## config.mk

```make
export PLATFORM = sky130hd
export DESIGN_NAME = fetch_mem_if
export DESIGN_NICKNAME = d
export VERILOG_FILES = /design/src/rtl/fetch_mem_if.sv
export SDC_FILE = /design/constraint.sdc
export NUM_CORES = 1
export LEC_CHECK = 0
export BUFFER_PORTS_ARGS = -buffer_cell sky130_fd_sc_hd__buf_2
export CAP_MARGIN = 20
export CORE_AREA = 2 2 165 167
export CTS_CLUSTER_DIAMETER = 120
export DETAILED_ROUTE_END_ITERATION = 7
export DIE_AREA = 0 0 167 169
export GPL_ROUTABILITY_DRIVEN = 0
export SKIP_LAST_GASP = 1
export SYNTH_ARGS = -nofsm -noshare
export SYNTH_HDL_FRONTEND = slang
export SYNTH_SLANG_ARGS = --single-unit
```

## constraint.sdc

```tcl
create_clock -name clk -period 5.5 [get_ports clk]
set_input_delay 0.825 -clock clk [delete_from_list [all_inputs] [get_ports clk]]
set_output_delay 0.825 -clock clk [all_outputs]
set_load 0.02 [all_outputs]
```

## src/rtl/fetch_mem_if.sv

```systemverilog
// fetch_mem_if: instruction-side memory interface for the fetch unit.
// Each cycle it looks up three words: the opcode at pc, the argument at pc+2
// and the prefetch opcode at pf. Lookups go to a small fully-associative
// buffer of 16-bit words. Misses are filled one word at a time over a req/ack
// read port. hold is raised until all three words are buffered and no fill
// is in flight.
// Optional feature: define FETCH_STATS_EN to add the stat_hits/stat_misses
// counters. Without it the ports and counters are absent.
module fetch_mem_if #(
  parameter int unsigned ENTRIES = 4
) (
  input  logic        clk,
  input  logic        a_rst,
  input  logic [15:0] pc_addr,
  input  logic [15:0] pf_addr,
  input  logic        flush,
  output logic [15:0] fetch_opc,
  output logic [15:0] fetch_arg,
  output logic [15:0] prefetch_opc,
  output logic        hold,
  output logic        mem_req,
  output logic [15:0] mem_addr,
  input  logic        mem_ack,
`ifdef FETCH_STATS_EN
  output logic [15:0] stat_hits,
  output logic [15:0] stat_misses,
`endif
  input  logic [15:0] mem_rdata
);

  localparam int unsigned IDX_W = (ENTRIES > 1) ? $clog2(ENTRIES) : 1;
  localparam int unsigned TAG_W = 15;
  localparam int unsigned DAT_W = 16;

  typedef enum logic {
    IDLE = 1'b0,
    BUSY = 1'b1
  } state_t;

  state_t state;

  // Buffer storage: one word per entry, tagged by word address.
  logic [TAG_W-1:0] tag_q   [ENTRIES];
  logic [DAT_W-1:0] data_q  [ENTRIES];
  logic [ENTRIES-1:0] valid_q;
  logic [IDX_W-1:0]   rr_q;

  // Set when a flush lands while a read is outstanding; its data is dropped.
  logic drop_q;

  // Word addresses of the three lookups; the argument address wraps at 64K.
  logic [TAG_W-1:0] opc_tag;
  logic [TAG_W-1:0] arg_tag;
  logic [TAG_W-1:0] pre_tag;

  assign opc_tag = pc_addr[15:1];
  assign arg_tag = pc_addr[15:1] + TAG_W'(1);
  assign pre_tag = pf_addr[15:1];

  // Byte-select bits of the lookup addresses carry no information here.
  logic unused_bits;
  assign unused_bits = ^{pc_addr[0], pf_addr[0]};

  logic [ENTRIES-1:0] opc_hv;
  logic [ENTRIES-1:0] arg_hv;
  logic [ENTRIES-1:0] pre_hv;
  logic [ENTRIES-1:0] locked;

  // Tag compare of every valid entry against the three lookup addresses.
  always_comb begin
    opc_hv = '0;
    arg_hv = '0;
    pre_hv = '0;
    for (int i = 0; i < int'(ENTRIES); i++) begin
      opc_hv[i] = valid_q[i] && (tag_q[i] == opc_tag);
      arg_hv[i] = valid_q[i] && (tag_q[i] == arg_tag);
      pre_hv[i] = valid_q[i] && (tag_q[i] == pre_tag);
    end
  end

  assign locked = opc_hv | arg_hv | pre_hv;

  // AND-OR read mux; a tag is never buffered twice, so at most one hit each.
  always_comb begin
    fetch_opc    = '0;
    fetch_arg    = '0;
    prefetch_opc = '0;
    for (int i = 0; i < int'(ENTRIES); i++) begin
      fetch_opc    = fetch_opc    | ({DAT_W{opc_hv[i]}} & data_q[i]);
      fetch_arg    = fetch_arg    | ({DAT_W{arg_hv[i]}} & data_q[i]);
      prefetch_opc = prefetch_opc | ({DAT_W{pre_hv[i]}} & data_q[i]);
    end
  end

  logic miss_opc;
  logic miss_arg;
  logic miss_pre;
  logic any_miss;
  logic [TAG_W-1:0] miss_tag;

  assign miss_opc = ~|opc_hv;
  assign miss_arg = ~|arg_hv;
  assign miss_pre = ~|pre_hv;
  assign any_miss = miss_opc | miss_arg | miss_pre;

  // First missing word, opcode before argument before prefetch.
  always_comb begin
    miss_tag = pre_tag;
    if (miss_opc) begin
      miss_tag = opc_tag;
    end else if (miss_arg) begin
      miss_tag = arg_tag;
    end
  end

  assign hold = any_miss | (state == BUSY);

  logic [IDX_W-1:0] victim;
  logic [IDX_W-1:0] cand;
  logic             vic_found;

  // Victim: lowest free entry, else first unlocked entry from the rr pointer.
  always_comb begin
    victim    = '0;
    cand      = '0;
    vic_found = 1'b0;
    for (int i = 0; i < int'(ENTRIES); i++) begin
      if (!vic_found && !valid_q[i]) begin
        victim    = IDX_W'(i);
        vic_found = 1'b1;
      end
    end
    for (int k = 0; k < int'(ENTRIES); k++) begin
      cand = IDX_W'((int'(rr_q) + k) % int'(ENTRIES));
      if (!vic_found && !locked[cand]) begin
        victim    = cand;
        vic_found = 1'b1;
      end
    end
  end

  logic fill_write;
  assign fill_write = (state == BUSY) && mem_ack && !drop_q && !flush;

  // Fill FSM: issue one read per missing word and wait for its ack.
  always_ff @(posedge clk or negedge a_rst) begin
    if (!a_rst) begin
      state    <= IDLE;
      mem_req  <= 1'b0;
      mem_addr <= '0;
      drop_q   <= 1'b0;
    end else begin
      case (state)
        IDLE: begin
          if (any_miss && !flush) begin
            mem_addr <= {miss_tag, 1'b0};
            mem_req  <= 1'b1;
            state    <= BUSY;
          end
        end
        BUSY: begin
          if (flush) begin
            drop_q <= 1'b1;
          end
          if (mem_ack) begin
            mem_req <= 1'b0;
            drop_q  <= 1'b0;
            state   <= IDLE;
          end
        end
        default: begin
          state   <= IDLE;
          mem_req <= 1'b0;
          drop_q  <= 1'b0;
        end
      endcase
    end
  end

  // Buffer update: flush clears every entry and overrides a same-cycle fill.
  always_ff @(posedge clk or negedge a_rst) begin
    if (!a_rst) begin
      valid_q <= '0;
      rr_q    <= '0;
      for (int i = 0; i < int'(ENTRIES); i++) begin
        tag_q[i]  <= '0;
        data_q[i] <= '0;
      end
    end else if (flush) begin
      valid_q <= '0;
    end else if (fill_write) begin
      tag_q[victim]   <= mem_addr[15:1];
      data_q[victim]  <= mem_rdata;
      valid_q[victim] <= 1'b1;
      rr_q            <= IDX_W'((int'(victim) + 1) % int'(ENTRIES));
    end
  end

`ifdef FETCH_STATS_EN
  // Saturating counters of fully-hit idle cycles and issued reads.
  always_ff @(posedge clk or negedge a_rst) begin
    if (!a_rst) begin
      stat_hits   <= '0;
      stat_misses <= '0;
    end else if (state == IDLE) begin
      if (!any_miss && (stat_hits != 16'hFFFF)) begin
        stat_hits <= stat_hits + 16'd1;
      end
      if (any_miss && !flush && (stat_misses != 16'hFFFF)) begin
        stat_misses <= stat_misses + 16'd1;
      end
    end
  end
`endif

endmodule

```

# Yosys cells after proc, flatten, opt, wreduce, memory -nomap -nowiden
# Index checks and enable logic that the tools add are counted.
# op_classes
addsub	5
n_lt_le_gt_ge	8
eq_ne	14
mux	42
bitwise	30
reduce_logical	52
# ops
cell	n
16-bit bitwise AND	12
15-bit == test	12
16-bit bitwise OR	9
64-bit bitwise mux	1
60-bit bitwise mux	1
15-bit 2-to-1 mux	3
16-bit demux with 2-bit select	1
15-bit demux with 2-bit select	1
1-bit logical AND	25
1-bit 2-to-1 mux	19
1-bit logical NOT	18
16-bit 2-to-1 mux	1
15-bit by 1-bit adder with 15-bit output (second input constant)	1
2-bit by 3-bit < comparator with 1-bit output (second input constant)	5
2-bit 2-to-1 mux	6
4-bit bitwise OR	3
4-bit OR reduction	3
1-bit binary-select mux with 2-bit select	4
4-bit 2-to-1 mux	2
2-bit AND reduction	4
2-bit by 1-bit adder with 2-bit output (second input constant)	2
2-bit adder (second input constant)	2
2-bit != test (second input constant)	2
1-bit one-hot mux with 2 select lines	2
8 further kinds	12
# word_totals
ff_bits	148
input_bits	52
out_inout_bits	66
elab_cells	165

# Longest topological paths before layout
# depth
depth_word	28
ltp_mapped	17
mapped_depth_nobuf	15

# Worst setup path after synthesis
# Ideal clock, no wire load.
# synth_timing
kind	input to register
startpoint	input pc_addr[1]
endpoint	register data_q[0] (netlist name)
setup_ps	125
arrival_time_ps	4740
required_time_ps	5375
slack_ps	635
path_stages	16
n_path_buf	1
cell_sequence	ha_1 xor2_1 or3_1 a211oi_1 nand4_1 or4_4 o31ai_4 nor3b_1 a311o_1 o211a_1 nor3_1 mux2i_1 ha_1 nand2_1 buf_1 mux2_2
# synth_between
elab_chain_cells	25
word_cells_on_any_way	52
cone_classes	1 x add/sub; 2 x order compare; 8 x eq/ne; 18 x mux; 3 x bitwise; 20 x reduce/logical
# synth_lines
item	line_no	text
start, declared	14	input logic [15:0] pc_addr,
15-bit by 1-bit adder with 15-bit output	57	assign arg_tag = pc_addr[15:1] + TAG_W'(1);
15-bit == test	76	arg_hv[i] = valid_q[i] && (tag_q[i] == arg_tag);
1-bit logical AND	76	
4-bit bitwise OR (*) (2 in a row)	81	assign locked = opc_hv | arg_hv | pre_hv;
1-bit binary-select mux with 2-bit select	135	if (!vic_found && !locked[cand]) begin
1-bit 2-to-1 mux (implied by the code)	135	
1-bit logical NOT	135	
1-bit logical AND	135	
[8 not listed]	n/a	
1-bit logical AND	135	
2-bit 2-to-1 mux (*)	135	
2-bit NOT with 3-bit output (implied by the code) (*)	193	data_q[victim] <= mem_rdata;
3-bit >= comparator (implied by the code) / 3-bit by 1-bit < comparator with 1-bit output (equally long branches)	193	
1-bit logical AND (implied by the code)	193	
16-bit 2-to-1 mux (implied by the code)	193	
16-bit demux with 2-bit select (*)	193	
64-bit bitwise mux (*)	193	
end signal, assigned by index	193	
end, declared	44	logic [DAT_W-1:0] data_q [ENTRIES];
# Mark *: on every way between the ends. The rest lies on a longest branch, timed or not. The select of a mux whose other input is x is not followed.
# A chain may end at the register's enable or synchronous reset.

# Worst setup path after layout
# layout_timing
startpoint	input pc_addr[1]
endpoint	register tag_q[38] (netlist name)
# layout_between
elab_chain_cells	25
word_cells_on_any_way	52
cone_classes	1 x add/sub; 2 x order compare; 8 x eq/ne; 18 x mux; 3 x bitwise; 20 x reduce/logical
# layout_lines
item	line_no	text
15-bit by 1-bit adder with 15-bit output	57	
15-bit == test	76	
1-bit logical AND	76	
4-bit bitwise OR (*) (2 in a row)	81	
1-bit binary-select mux with 2-bit select	135	
1-bit 2-to-1 mux (implied by the code)	135	
1-bit logical NOT	135	
1-bit logical AND	135	
[8 not listed]	n/a	
1-bit logical AND	135	
2-bit 2-to-1 mux (*)	135	
2-bit NOT with 3-bit output (implied by the code) (*)	192	tag_q[victim] <= mem_addr[15:1];
3-bit >= comparator (implied by the code) / 3-bit by 1-bit < comparator with 1-bit output (equally long branches)	192	
1-bit logical AND (implied by the code)	192	
15-bit 2-to-1 mux (implied by the code)	192	
15-bit demux with 2-bit select (*)	192	
60-bit bitwise mux (*)	192	
end signal, assigned by index	192	
end, declared	43	logic [TAG_W-1:0] tag_q [ENTRIES];
# Marked as above.

==> flow_summary.rst <==
.. list-table::
   :header-rows: 1

   * - Metric
     - Value
   * - Total of fill cells in the finished design
     - about 2500
   * - Clock latency at the later pin of the worst-skew pair
     - approximately 0.44 ns
   * - CP Class
     - in -> reg
   * - Quantity of I/O buffers inserted on ports
     - ~110
   * - Total clock buffers created by CTS
     - 17
   * - Category of the worst setup path capture point
     - flop
   * - Via count of the first global-routing pass
     - 9007
   * - Critical Path, Cell by Cell
     - buf_2 -> ha_1 -> buf_4 -> nand4_4 -> or3_4 -> o31ai_1 -> nand4_1 -> nor4_4 -> buf_4 -> or3_1 -> o211ai_1 -> o311a_1 -> a21oi_1 -> mux2i_1 -> ha_1 -> nand2_1 -> buf_12 -> mux2_2
   * - Overall fraction of global-route tracks in use
     - 0.254
   * - Max-slew violation total from the final report
     - 0
   * - Final setup vio count
     - 0
   * - Fin. Hold Viols
     - 0
   * - Buffer cell driving the clock tree root
     - sky130_fd_sc_hd__clkbuf_16
   * - Dominant synthesized flop cell
     - sky130_fd_sc_hd__dfrtp_1
   * - Maximum vdd ir drop
     - 0.178 mV
   * - Die Ht
     - approximately 170 um
   * - Routed wire per std cell
     - ~24 um
   * - Worst EP arrival
     - around 5.3 ns
   * - I/O pin cnt
     - ~120
   * - Top library cells by usage in the layout, fill and taps aside
     - sky130_fd_sc_hd__dfrtp_1, sky130_fd_sc_hd__mux2_2, sky130_fd_sc_hd__nand2_1
   * - Number of vias per cell after detailed routing
     - a little over 6
   * - Highest clock rate
     - between 200 and 250 MHz
   * - Core Box Area
     - roughly 27000 um2
   * - Net switching power figure
     - ~1.4 mW
   * - Static Leak
     - between 5 and 6 nW
   * - Yosys warning total
     - 0
   * - Slew at the pin closest to its max-slew limit
     - 0.936 ns
   * - Library cells used by synthesis
     - 79
   * - Wire length of the first global-routing pass
     - around 55000 um
   * - Share of layout cells above drive strength 1
     - 0.302
   * - Overall power of the completed layout
     - ~3.8 mW
   * - Average cell area after synthesis
     - between 9 and 10 um2
   * - Hold bufs inserted after CTS
     - 0
   * - Switching portion of total power
     - 0.364
   * - Aggregate global routing overflow
     - 0
   * - Capture point of the worst reg-to-reg path
     - tag_q[38]$_DFFE_PN0P_
   * - Routed wire length
     - 36100 um
   * - Worst hold path class
     - in -> async
   * - Cell count of the worst reg-to-reg path
     - 16
   * - Synthesized cell area
     - approximately 10000 um2
   * - Share of synthesized registers carrying an async set or reset
     - 1.00
   * - Number of remaining DRC errors
     - 0
   * - Maximum level of the CTS H-tree
     - 4
   * - Antenna violations before repair
     - 1
   * - Kind of launch point of the worst setup path
     - primary input
   * - Number of gates resized after CTS
     - 0
   * - Part of the cycle the worst path needs
     - 0.900
   * - Maximum number of pins on one net before global-route repair
     - a little over 70
   * - Worst R2R Setup Slack
     - 0.95 ns
   * - Initial core utilization
     - 0.393
   * - Final critical delay including setup and external delays
     - between 4 and 5 ns
   * - Worst Path Required
     - 5.83 ns
   * - Top fanout value on the critical path
     - 20
   * - Post-Syn Instances
     - between 1000 and 1500
   * - Crit path max-delay cell type
     - sky130_fd_sc_hd__or3_4
   * - Dpl hpwl
     - between 20000 and 30000 um
   * - Slowest stage delay, CP
     - 0.49 ns
   * - TritonCTS clock tree
     - built
   * - Share of total power in the clock network
     - 0.312
   * - Maximum capacitance violations
     - 0
   * - Setup repair after global routing missed its margin
     - false
   * - Width of the die
     - roughly 170 um
   * - Number of sinks on the clock net
     - 148
   * - Buffers inserted by post-CTS timing repair
     - 0
   * - Final total negative setup slack
     - 0 ns
   * - Nets
     - ~1200
   * - Longest Clk Path Bufs
     - 2
   * - Final clock skew
     - 0.0113 ns
   * - Cell Int Power
     - roughly 2.4 mW
   * - Max_slew headroom
     - 0.371
   * - Row count
     - 60
   * - Share of total power in sequential cells
     - 0.432
   * - Total of flip-flops plus latches after synthesis
     - about 150
   * - Vias after detailed routing
     - ~9300
   * - DRT Pass-1 Iters
     - 7
   * - Power per Cell Area
     - around 320 nW/um2
   * - EDFF count, synth
     - 0
   * - Net count after synthesis
     - 1126
   * - P&R area growth vs syn
     - 15.7%
   * - Number of nets still failing antenna checks after routing
     - 0
   * - DRC marker count from the first detailed-route iteration
     - 1220
   * - Clock-pin transition on the worst setup and hold timing paths
     - around 0.070 ns
   * - Die area
     - approximately 28000 um2
   * - RR Startpoint
     - tag_q[32]$_DFFE_PN0P_
   * - Leading cell type in the layout, fill and taps excluded
     - sky130_fd_sc_hd__dfrtp_1
   * - Sequential share of the synthesized area
     - 0.356
   * - Status
     - finished clean
   * - Combinational fraction of design power
     - 0.256
[cell usage after synthesis, types with 4 or more instances]
cell,instances,area [um2]
sky130_fd_sc_hd__a211oi_1,18,135
sky130_fd_sc_hd__a21o_1,15,113
sky130_fd_sc_hd__a21oi_1,33,165
sky130_fd_sc_hd__a222oi_1,32,320
sky130_fd_sc_hd__a22oi_1,32,240
sky130_fd_sc_hd__a31oi_1,4,25.0
sky130_fd_sc_hd__and3_1,6,37.5
sky130_fd_sc_hd__and4_1,4,35.0
sky130_fd_sc_hd__buf_1,14,52.6
sky130_fd_sc_hd__buf_2,16,80.1
sky130_fd_sc_hd__buf_4,8,60.1
sky130_fd_sc_hd__buf_6,6,67.6
sky130_fd_sc_hd__clkbuf_1,43,161
sky130_fd_sc_hd__dfrtp_1,148,3700
sky130_fd_sc_hd__ha_1,5,62.6
sky130_fd_sc_hd__inv_1,13,48.8
sky130_fd_sc_hd__mux2_2,127,1430
sky130_fd_sc_hd__nand2_1,120,450
sky130_fd_sc_hd__nand2b_1,17,106
sky130_fd_sc_hd__nand3_1,25,125
sky130_fd_sc_hd__nand4_1,33,206
sky130_fd_sc_hd__nor2_1,40,150
sky130_fd_sc_hd__nor2b_1,8,50.1
sky130_fd_sc_hd__nor3_1,13,65.1
sky130_fd_sc_hd__nor3b_1,4,30.0
sky130_fd_sc_hd__nor4_1,11,68.8
sky130_fd_sc_hd__nor4_2,4,50.1
sky130_fd_sc_hd__nor4_4,4,85.1
sky130_fd_sc_hd__o2111ai_1,5,43.8
sky130_fd_sc_hd__o21ai_0,28,140
sky130_fd_sc_hd__o21ai_1,4,20.0
sky130_fd_sc_hd__or3_1,4,25.0
sky130_fd_sc_hd__xnor2_1,111,972
sky130_fd_sc_hd__xor2_1,37,324
[power groups by stage]
| stage | Combinational (mW) | Sequential, mW | Clock [mW] |
|---|---|---|---|
| 3_5_place_dp | 0.961 | 1.67 | 0 |
| 6_report | 0.983 | 1.66 | 1.20 |
| 4_1_cts | 0.966 | 1.65 | 1.22 |
| 2_1_floorplan | 0.699 | 1.57 | 0 |
| 3_3_place_gp | 0.951 | 1.66 | 0 |
| 5_1_grt | 1.05 | 1.69 | 1.27 |
[routing by layer]
layer / vias up / global-route usage / part of all wire
li1: 4117 / - / -
met1: 4632 / 0.346 / 0.43
met2: 496 / 0.386 / 0.45
met3: 88 / 0.0697 / 0.089
met4: 2 / 0.0978 / 0.032
met5: - / 0 / 0.0010
[how the worst max path moves through the flow]
stage,from,cells past startpoint,to,slack (ns)
floorplan,pc_addr[1],16,data_q[0]$_DFFE_PN0P_,0.64
global placement,pc_addr[1],18,tag_q[41]$_DFFE_PN0P_,0.22
detailed placement,pc_addr[1],18,tag_q[37]$_DFFE_PN0P_,0.22
CTS,pc_addr[1],18,tag_q[37]$_DFFE_PN0P_,0.65
global route,pc_addr[1],18,data_q[4]$_DFFE_PN0P_,0.24
finish,pc_addr[1],18,tag_q[38]$_DFFE_PN0P_,0.55
[stage by stage]
step	instance area (um2)	setup slack, ns	utilization	hold slack, ns	std cells
global route	12100	0.235	0.455	0.449	1516
floorplan	10400	0.635	-	0.492	1069
global placement	11400	0.222	0.432	0.471	1483
detailed placement	11400	0.220	0.432	0.461	1483
finish	12100	0.552	0.455	0.388	1516
CTS	12000	0.645	0.455	0.419	1515
[final cells by class]
| cell class | instances | area, um2 | share of cell area |
|---|---|---|---|
| timing repair buffer | 160 | 972 | 0.0807 |
| inverter | 15 | 56.3 | 0.00467 |
| clock inverter | 14 | 159 | 0.0132 |
| multi-input combinational | 819 | 6290 | 0.522 |
| clock buffer | 18 | 439 | 0.0364 |
| sequential | 148 | 3700 | 0.307 |
| antenna | 1 | 2.50 | 0.000208 |
| tap | 341 | 427 | 0.0354 |
[sequential cells by signal, indices dropped and copies added (netlist names)]
register / count
data_q: 64
rr_q: 2
drop_q: 1
mem_req: 1
mem_addr: 15
valid_q: 4
tag_q: 60
state: 1
[critical path, delay by kind of cell]
family          cells  cell delay, ns
fa+ha+maj           2            0.39
compound gates      4            0.93
buf+inv             4            0.93
simple gates        6            1.66
mux                 2            0.50
[logic make-up (layout without fill, tap and decap cells)]
kind of cell             Yosys count  count (layout)  share of synthesized area
AND/OR/NAND/NOR                  321             321                      0.172
multiplexers                     130             130                      0.140
flip-flops                       148             148                      0.356
buffers and inverters            102             207                     0.0459
XOR/XNOR                         148             148                      0.124
other                              1               2                   0.000360
adder cells (fa/ha/maj)            5               5                    0.00601
AO/OA/AOI/OAI                    214             214                      0.155
Power figures use the tool's default switching activity.
